`src/rtl/stone_renderer.sv`:
```
// stone_renderer: once per frame, walks the item RAM, erases each item's
// previous 16x16 footprint when it moved or vanished, then redraws visible
// items as one-pixel-per-cycle plot commands for the VGA adapter.
module stone_renderer #(
  parameter int         FRAME_CLOCK   = 833_334,
  parameter logic [2:0] COLOR_BG      = 3'b000,
  parameter logic [2:0] COLOR_STONE   = 3'b111,
  parameter logic [2:0] COLOR_GOLD    = 3'b110,
  parameter logic [2:0] COLOR_DIAMOND = 3'b011
) (
  input  logic        clock,
  input  logic        resetn,
  input  logic        enable,
  input  logic [3:0]  quantity,
  input  logic [31:0] data,
  output logic        draw_stone_flag,
  output logic [3:0]  draw_index,
  output logic [8:0]  vga_x,
  output logic [7:0]  vga_y,
  output logic [2:0]  colour,
  output logic        plot,
  output logic        done
);

  localparam int            CW   = (FRAME_CLOCK > 1) ? $clog2(FRAME_CLOCK) : 1;
  localparam logic [CW-1:0] LAST = CW'(FRAME_CLOCK - 1);

  typedef enum logic [2:0] {
    IDLE, ADDR, WAIT, LATCH, ERASE, DRAW, NEXT, DONE
  } state_t;

  state_t        state;
  logic [CW-1:0] frame_count;
  logic          tick;
  logic [3:0]    index;
  logic [7:0]    pix_count;

  // Entry register, loaded in LATCH.
  logic [8:0] ent_x;
  logic [7:0] ent_y;
  logic [1:0] ent_type;
  logic       ent_visible;

  // Position last drawn for each index.
  logic       shadow_valid [16];
  logic [8:0] shadow_x     [16];
  logic [7:0] shadow_y     [16];

  // Fields of the RAM word as seen during LATCH.
  logic [8:0] new_x;
  logic [7:0] new_y;
  logic       new_visible;
  logic       need_erase;
  logic       unused_bits;

  assign new_x       = data[31:23];
  assign new_y       = data[18:11];
  assign new_visible = data[1];
  // The moving bit and padding fields carry nothing the renderer needs.
  assign unused_bits = ^{data[22:19], data[10:4], data[0]};
  assign need_erase  = shadow_valid[index] &&
                       (!new_visible || new_x != shadow_x[index] || new_y != shadow_y[index]);

  logic [8:0] base_x;
  logic [7:0] base_y;
  logic [2:0] pix_colour;
  logic [9:0] sum_x;
  logic [9:0] sum_y;
  logic       on_screen;

  // Pixel address/colour for the current ERASE or DRAW step; 10-bit sums avoid wraparound in the clip test.
  always_comb begin
    base_x = ent_x;
    base_y = ent_y;
    case (ent_type)
      2'b00:   pix_colour = COLOR_STONE;
      2'b01:   pix_colour = COLOR_GOLD;
      default: pix_colour = COLOR_DIAMOND;
    endcase
    if (state == ERASE) begin
      base_x     = shadow_x[index];
      base_y     = shadow_y[index];
      pix_colour = COLOR_BG;
    end
    sum_x     = {1'b0, base_x} + {6'b0, pix_count[3:0]};
    sum_y     = {2'b0, base_y} + {6'b0, pix_count[7:4]};
    on_screen = (sum_x < 10'd320) && (sum_y < 10'd240);
  end

  // Frame timer: runs only while enabled; tick is a registered one-cycle pulse
  // in the cycle after the counter reaches its terminal value.
  always_ff @(posedge clock) begin
    if (!resetn || !enable) begin
      frame_count <= '0;
      tick        <= 1'b0;
    end else if (frame_count == LAST) begin
      frame_count <= '0;
      tick        <= 1'b1;
    end else begin
      frame_count <= frame_count + CW'(1);
      tick        <= 1'b0;
    end
  end

  // Pass sequencer with registered outputs; ticks outside IDLE are dropped.
  always_ff @(posedge clock) begin
    if (!resetn) begin
      state           <= IDLE;
      draw_stone_flag <= 1'b0;
      draw_index      <= 4'd0;
      vga_x           <= 9'd0;
      vga_y           <= 8'd0;
      colour          <= 3'd0;
      plot            <= 1'b0;
      done            <= 1'b0;
      index           <= 4'd0;
      pix_count       <= 8'd0;
      ent_x           <= 9'd0;
      ent_y           <= 8'd0;
      ent_type        <= 2'd0;
      ent_visible     <= 1'b0;
      for (int i = 0; i < 16; i++) begin
        shadow_valid[i] <= 1'b0;
        shadow_x[i]     <= 9'd0;
        shadow_y[i]     <= 8'd0;
      end
    end else begin
      plot <= 1'b0;
      done <= 1'b0;
      case (state)
        IDLE: begin
          if (tick) begin
            index <= 4'd0;
            if (quantity == 4'd0) begin
              state <= DONE;
              done  <= 1'b1;
            end else begin
              state           <= ADDR;
              draw_stone_flag <= 1'b1;
            end
          end
        end
        ADDR: begin
          draw_index <= index;
          state      <= WAIT;
        end
        WAIT: state <= LATCH;
        LATCH: begin
          ent_x       <= new_x;
          ent_y       <= new_y;
          ent_type    <= data[3:2];
          ent_visible <= new_visible;
          pix_count   <= 8'd0;
          // Position is kept so the erase below still knows where to clear.
          if (!new_visible) shadow_valid[index] <= 1'b0;
          if (need_erase)       state <= ERASE;
          else if (new_visible) state <= DRAW;
          else                  state <= NEXT;
        end
        ERASE, DRAW: begin
          vga_x     <= sum_x[8:0];
          vga_y     <= sum_y[7:0];
          colour    <= pix_colour;
          plot      <= on_screen;
          pix_count <= pix_count + 8'd1;
          if (pix_count == 8'hFF) begin
            if (state == DRAW) begin
              shadow_valid[index] <= 1'b1;
              shadow_x[index]     <= ent_x;
              shadow_y[index]     <= ent_y;
              state               <= NEXT;
            end else begin
              state <= ent_visible ? DRAW : NEXT;
            end
          end
        end
        NEXT: begin
          if (({1'b0, index} + 5'd1) < {1'b0, quantity}) begin
            index <= index + 4'd1;
            state <= ADDR;
          end else begin
            draw_stone_flag <= 1'b0;
            done            <= 1'b1;
            state           <= DONE;
          end
        end
        DONE: state <= IDLE;
        default: state <= IDLE;
      endcase
    end
  end

endmodule

```
`config.mk`:
```
export PLATFORM = sky130hd
export DESIGN_NAME = stone_renderer
export DESIGN_NICKNAME = d
export VERILOG_FILES = /design/src/rtl/stone_renderer.sv
export SDC_FILE = /design/constraint.sdc
export NUM_CORES = 1
export LEC_CHECK = 0
export CAP_MARGIN = 0
export CORE_ASPECT_RATIO = 0.5
export CORE_UTILIZATION = 60
export CTS_BUF_LIST = sky130_fd_sc_hd__clkbuf_16
export CTS_CLUSTER_DIAMETER = 120
export CTS_CLUSTER_SIZE = 30
export DETAILED_ROUTE_END_ITERATION = 10
export GPL_ROUTABILITY_DRIVEN = 0
export PLACE_DENSITY_LB_ADDON = 0.3
export SLEW_MARGIN = 40
export SYNTH_ARGS = -nofsm -noshare
export SYNTH_HDL_FRONTEND = slang
export SYNTH_SLANG_ARGS = --single-unit
```
`constraint.sdc`:
```
create_clock -name clock -period 9.3 [get_ports clock]
set_input_delay 1.86 -clock clock [delete_from_list [all_inputs] [get_ports clock]]
set_output_delay 1.86 -clock clock [all_outputs]
set_load 0.01 [all_outputs]
```
==> results.md, run 1 <==
* Number of diodes at 0
* 1st-iter DRT viols at ~1500
* Worst path bufs/invs at 2
* Crit Path Class: register to register
* FFs w/ async S/R, synth at 0
* Fillers at 2051
* Io pins at 66
* Crit path depth at 15
* Pwr dens at 148.9 nW/µm²
* Vias in the first global route at 11800
* Fin util at 0.6528
* Routed WL at approximately 45 mm
* Die ar. at 30720 µm²
* Post-route cell area at around 19000 µm²
* Hold Crit Depth at 2
* Worst-Margin Slew at 0.8598 ns
* Largest net degree at the start of global routing at 77
* Type of element capturing the critical path: register
* EDFF count, synth at 272
* # Post-CTS Setup Buffers at 0
* Hold/Removal Path Class: register to register
* Area Overhead vs Synth at 6.071%
* Root buffer cell: clkbuf_16
* Commonest non-fill, non-tap cell in the layout: edfxtp_1
* Crit Path Max Fanout at 31
* Tmin final at 4.928 ns
* Slowest cell on the critical path: dfxtp_2
* Net count, final at 1520
* GRT Total Usage at 0.2934
* Final setup violation count at 0
* Area leader, netlist: edfxtp_1
* Post-synthesis sequential area ratio at 0.5686
* Main synth FF type: edfxtp_1
* TritonCTS clock tree: yes
* Warnings from Yosys at 0
* Crit path max-delay family: compound AO/OA/AOI/OAI gates
* Die Width at 246.9 µm
* Post-synth net total at 1563
* Placed Area at 18610 µm²
* TNS Setup at 0 ns
* Layout cells sized above 1 at 0.09721
* HPWL Detailed at 27.58 mm
* Cells along the critical path: buf_4 > mux4_2 > mux2i_1 > nand2_1 > o21ai_0 > o21a_1 > inv_1 > ha_1 > a21o_1 > a21oi_1 > o21ai_0 > nand3_1 > mux2i_1 > a22o_1 > a2111oi_1
* Commonest non-fill, non-tap cells in the layout: edfxtp_1 (272), and3_1 (268), nand2_1 (136)
* RR Endpoint: plot$_SDFF_PN0_
* Period utilization at 0.5299
* Violated checks: design-rule violations
* CTS Buffer Depth at 3
* Unrepaired setup endpoints after global routing: no
* Count of input and output buffers at 53
* DRC viols at 14
* Hold Vio Cnt, Final at 0
* Synthesized area at 17990 µm²
* Synth Register Bits at 375
* CTS Buf Count at 16
* Clock Pin Slew Worst Setup and Hold Paths at 0.12 ns
* Peak Freq at 202.9 MHz
* H-tree depth at 1
* Total gr overflow at 0
* Slew Limit Fails at 0
* Antenna violations before repair at 0
* Core Box Area at 29230 µm²
* Post-route ant nets at 0
* Global-route wire length before repair at 67.94 mm
* Hold endpoint: colour[1]$_SDFFE_PN0N_
* WP data arrival at approximately 5.3 ns
* Post_cts resized at 0
* CTS Sinks at 375
* Iteration count of the initial detailed-routing pass at 9
* Site Rows at 44
* Worst reg2reg path depth at 15
* Initial Utilization at 0.6154
* Top cell type's share of synthesized area at 0.4540
* Slew headroom at 0.4268
* Die height at 124.4 µm
* Largest cells by area after synthesis: edfxtp_1 (45%), dfxtp_1 (11%), and3_1 (9.3%)
* Syn Area/Cell at 11.96 µm²
* Vias per cell at 6.575
* Status: finished with violations
* Worst hold start: colour[1]$_SDFFE_PN0N_
* Clock Latency Late Sink at 0.56 ns
* Routed len/inst at between 20 and 25 µm
* Max-cap violations at 0
* Max VDD drop at 0.1201 mV
* R2R setup slack at between 4 and 5 ns
* Via count at approximately 12000
* Skew final at 0.03360 ns
* Distinct cells, synth at 70
* Leak Pwr at 7.417 nW
* CTS Hold Bufs at 0
* Max incr delay on CP at 0.84 ns
* Gate Count Post-Synth at 1504
* Worst path required time at 9.69 ns
* Kind of start point of the critical path: register
## synthesized netlist by cell type, types with 8 or more instances
cell / n
mux4_1: 11
nand2b_1: 14
and2_1: 29
buf_6: 10
xor2_1: 21
nand2_1: 143
a21oi_1: 53
and3_1: 268
xnor2_1: 28
mux2_2: 12
nand3_1: 39
nor3_1: 14
nor2_1: 74
inv_1: 23
nor4_1: 8
mux4_2: 48
clkbuf_1: 108
o21ai_0: 32
mux2i_1: 48
a22oi_1: 16
ha_1: 18
dfxtp_1: 103
a31o_2: 8
edfxtp_1: 272
## kinds of logic (layout without fill, tap and decap cells)
group           after synthesis  count (layout)  synth area share
compound gates              161             161           0.05759
xor+xnor                     49              49           0.02385
fa+ha+maj                    20              20           0.01474
buf+inv                     161             128           0.04145
flops                       375             375            0.5686
mux                         119             119            0.1104
simple gates                619             619            0.1834
## metrics by stage
step	hold WS, ns	std cells	setup WS (ns)	power (mW)
2_1_floorplan	0.4308	1504	4.818	1.969
3_3_place_gp	0.4407	1833	3.297	2.020
3_5_place_dp	0.4452	1834	4.049	2.028
4_1_cts	0.4614	1862	4.407	2.847
5_1_grt	0.4755	1862	3.983	2.918
6_report	0.4585	1862	4.372	2.842
## per-layer routing
layer | global-route usage | vias up | routed length, µm
met5 | 0 | - | 0
met4 | 0.07226 | 0 | 825
met3 | 0.09050 | 63 | 5925
met2 | 0.4347 | 685 | 19870
met1 | 0.4225 | 6037 | 18270
li1 | - | 5458 | -
## layout make-up
cell class	count	area, µm²	share of cell area
Tap cell	391	489.2	0.02564
Multi-Input combinational cell	968	7094	0.3718
Inverter	25	93.84	0.004917
Clock buffer	16	400.4	0.02098
Clock inverter	12	70.07	0.003672
Timing Repair Buffer	75	700.7	0.03672
Sequential cell	375	10230	0.5363
## registers in the layout, indices dropped and copies added, names as in the netlist, named ones only
name / flops
ent_visible: 1
state: 3
shadow_x: 144
draw_index: 4
tick: 1
vga_y: 8
done: 1
plot: 1
ent_type: 2
shadow_y: 128
pix_count: 8
shadow_valid: 16
index: 4
draw_stone_flag: 1
frame_count: 20
ent_x: 9
ent_y: 8
colour: 3
vga_x: 9
## worst max-delay path by stage
stage | to | slack, ns
floorplan | shadow_x[15][0]$_SDFFCE_PN0P_ | 4.82
global placement | shadow_y[4][1]$_SDFFCE_PN0P_ | 3.30
detailed placement | shadow_y[14][1]$_SDFFCE_PN0P_ | 4.05
CTS | plot$_SDFF_PN0_ | 4.41
global route | plot$_SDFF_PN0_ | 3.98
finish | plot$_SDFF_PN0_ | 4.37
## worst reg2reg max path: cells and delay by family, from the launching register on
family | cells | cell delay, ns
buffers and inverters | 2 | 0.70
AOI/OAI and AO/OA | 7 | 1.54
DFF | 1 | 0.84
adders and majority gates | 1 | 0.26
and+or+nand+nor | 2 | 0.24
muxes | 3 | 1.21
## where the power goes
part           switching, mW  internal, mW  total (mW)
Sequential            0.0230          1.84        1.86
Combinational         0.0825        0.0504       0.133
Clock                  0.521         0.328       0.849
Total                  0.627          2.22        2.84
Power figures use the tool's default switching activity.
==> run 2: changes to the inputs <==
==> constraint.sdc (replaced) <==
create_clock -name clock -period 5.1 [get_ports clock]
set_input_delay 1.02 -clock clock [delete_from_list [all_inputs] [get_ports clock]]
set_output_delay 1.02 -clock clock [all_outputs]
set_load 0.01 [all_outputs]
==> run 2 against run 1 <==
The run still ends with design-rule violations left. Sequential cell count is the same. Die area is the same. Clock skew shrank 0.014 ns. Power grew 83%. Combinational power grew 95%. Via count grew 2.5%. Critical path type unchanged. Wire length grew 4.3%. Clock-buffer cell count grew 1. Setup slack lost 3.6 ns. Core utilization grew 0.55 points. Critical path depth is the same. Highest routed layer unchanged. Sequential share of layout area shrank 0.44 points. Largest cell class unchanged.
==> results.md, run 2 (same netlist as run 1, synthesis figures left out) <==
* Layout cells sized above 1 at 0.1037 (+0.006536)
* Clock share of power at 0.298 (about the same)
* CTS Buffer Depth at 3 (unchanged)
* Slew headroom at 0.4248 (-0.002067)
* Tmin final at 4.353 ns (-0.5748 ns)
* Crit Path Class: register to register
* Top reg by flops: shadow_x
* Count of input and output buffers at 53 (unchanged)
* Routed WL at 46.84 mm (+4.3%)
* Largest regs: shadow_x (144), shadow_y (128), frame_count (20)
* Vias per cell at 6.655 (+1.2%)
* Slew Limit Fails at 0 (unchanged)
* Worst-Margin Slew at 0.8629 ns (+0.003101 ns)
* Fillers at 2087 (+1.8%)
* Pre-CTS setup slack at 0.9447 ns (-3.104 ns)
* Skew final at 0.01948 ns (-0.01412 ns)
* Initial Utilization at 0.6154 (unchanged)
* Max VDD drop at 0.1935 mV (+61%)
* Net count, final at 1543 (+1.5%)
* Global-route wire length before repair at 70.82 mm (+4.2%)
* Max incr delay on CP at 0.84 ns (about the same)
* Total gr overflow at 0 (unchanged)
* P_sw at 1.130 mW (+80%)
* Period utilization at 0.8536 (+0.3237)
* Kind of start point of the critical path: register
* H-tree depth at 1 (unchanged)
* Post_cts resized at 0 (unchanged)
* Hold slack at 0.4626 ns (+0.004115 ns)
* Unrepaired setup endpoints after global routing: no
* 1st-iter DRT viols at 1726 (+12%)
* Via count at 12550 (+2.5%)
* Largest register FFs at 144 (unchanged)
* Hold/Removal Path Class: register to register
* Final setup margin at 0.7468 ns (-3.625 ns)
* Status: finished with violations
* Met3 usage at 0.07800 (-0.01250)
* Cells along the critical path: mux4_1 > mux2i_1 > and2_1 > a21o_1 > o21ai_0 > ha_1 > inv_1 > fa_1 > inv_1 > a21o_1 > a21oi_1 > nor2_1 > nand2_1 > a311oi_1 > a2111oi_1
* Area Overhead vs Synth at 6.968%
* Met2 usage at 0.4816 (+0.04696)
* CTS Hold Bufs at 0 (unchanged)
* Iteration count of the initial detailed-routing pass at 9 (unchanged)
* Peak Freq at 229.7 MHz (+13%)
* CTS Sinks at 375 (unchanged)
* Die Width at 246.9 µm (unchanged)
* Core Box Area at 29230 µm² (unchanged)
* Type of element capturing the critical path: register
* Number of diodes at 0 (unchanged)
* Leak Pwr at 7.539 nW (+1.7%)
* Clock Latency Late Sink at 0.53 ns (-0.03 ns)
* Largest net degree at the start of global routing at 72 (-6.5%)
* Commonest non-fill, non-tap cell in the layout: edfxtp_1
* WP data arrival at 4.78 ns (-0.54 ns)
* Crit Path Max Fanout at 22 (-29%)
* Worst path required time at 5.52 ns (-4.17 ns)
* Final setup violation count at 0 (unchanged)
* DRC viols at 14 (unchanged)
* Slowest cell on the critical path: dfxtp_2
* CTS Buf Count at 16 (unchanged)
* Vias in the first global route at 12140 (+2.9%)
* TNS Setup at 0 ns (unchanged)
* Pwr dens at 270.2 nW/µm² (+81%)
* Fin util at 0.6583 (+0.005521)
* TritonCTS clock tree: yes
* Root buffer cell: clkbuf_16
* Power Internal at 4.071 mW (+84%)
* # Post-CTS Setup Buffers at 0 (unchanged)
* Worst hold start: ent_visible$_SDFFE_PN0P_
* Site Rows at 44 (unchanged)
* Antenna violations before repair at 0 (unchanged)
* Comb pwr share at 0.050 (+0.003)
* Io pins at 66 (unchanged)
* Routed len/inst at 24.85 µm (+3.1%)
* Flop pwr share at 0.652 (-0.003)
* GRT met1 Usage at 0.4320 (+0.009478)
* Commonest non-fill, non-tap cells in the layout: edfxtp_1 (272), and3_1 (268), nand2_1 (143)
* Hold Vio Cnt, Final at 0 (unchanged)
* HPWL Detailed at 29.62 mm (+7.4%)
* Switching share of power at 0.2173 (-0.003258)
* Clock Pin Slew Worst Setup and Hold Paths at 0.12 ns (about the same)
* Global route hottest layer: met2
* Violated checks: design-rule violations
* Die height at 124.4 µm (unchanged)
* Max-cap violations at 0 (unchanged)
* Post-route ant nets at 0 (unchanged)
* Die ar. at 30720 µm² (unchanged)
* GRT Total Usage at 0.3092 (+0.01585)
## run 2: cell count changes in the layout (fill, tap and decap cells not counted), sizes merged
cell / delta
buf: +23
clkbuf: +1
clkinv: -1
## run 2: per-layer routing
metal	vias to the layer above	part of all wire
li1	5501	-
met1	6146	0.38
met2	803	0.46
met3	95	0.13
met4	0	0.027
met5	-	0
## run 2: worst max-delay path: cells and delay by family (launching register included)
kind,cells,cell delay [ns]
AND/OR/NAND/NOR,3,0.45
flip-flops,1,0.84
buffers and inverters,2,0.14
AO/OA/AOI/OAI,6,1.27
adder cells (fa/ha/maj),2,0.42
multiplexers,2,1.12
## run 2: power groups by stage
stage,combinational (mW),sequential [mW],clock [mW]
final,0.260,3.39,1.55
after global placement,0.246,3.45,0
after global routing,0.270,3.40,1.66
after floorplan,0.156,3.44,0
after detailed placement,0.252,3.46,0
after CTS,0.254,3.39,1.56
## run 2: area by class of cell
type	instances	area [µm²]	area share
clock inverters	11	53.80	0.002796
well taps	391	489.2	0.02542
repair buffers	98	863.3	0.04486
multi-input cells	968	7083	0.3681
inverters	25	93.84	0.004876
flip-flops and latches	375	10240	0.5319
clock buffers	17	425.4	0.02211
## run 2: path summary, 6_finish.rpt
check | end | slack [ns] | cells past startpoint
worst max-delay path | plot$_SDFF_PN0_ | 0.75 | 15
worst min-delay path | ent_visible$_SDFFE_PN0P_ | 0.46 | 2
worst max register to register | plot$_SDFF_PN0_ | 0.75 | 15
worst min register to register | ent_visible$_SDFFE_PN0P_ | 0.46 | 2
## run 2: per-stage QoR
| step | cell area (µm²) | total power, mW | std cells |
|---|---|---|---|
| after CTS | 19220 | 5.206 | 1885 |
| final | 19240 | 5.201 | 1885 |
| after global routing | 19240 | 5.326 | 1885 |
| after floorplan | 17990 | 3.591 | 1504 |
| after global placement | 18740 | 3.696 | 1857 |
| after detailed placement | 18740 | 3.713 | 1857 |
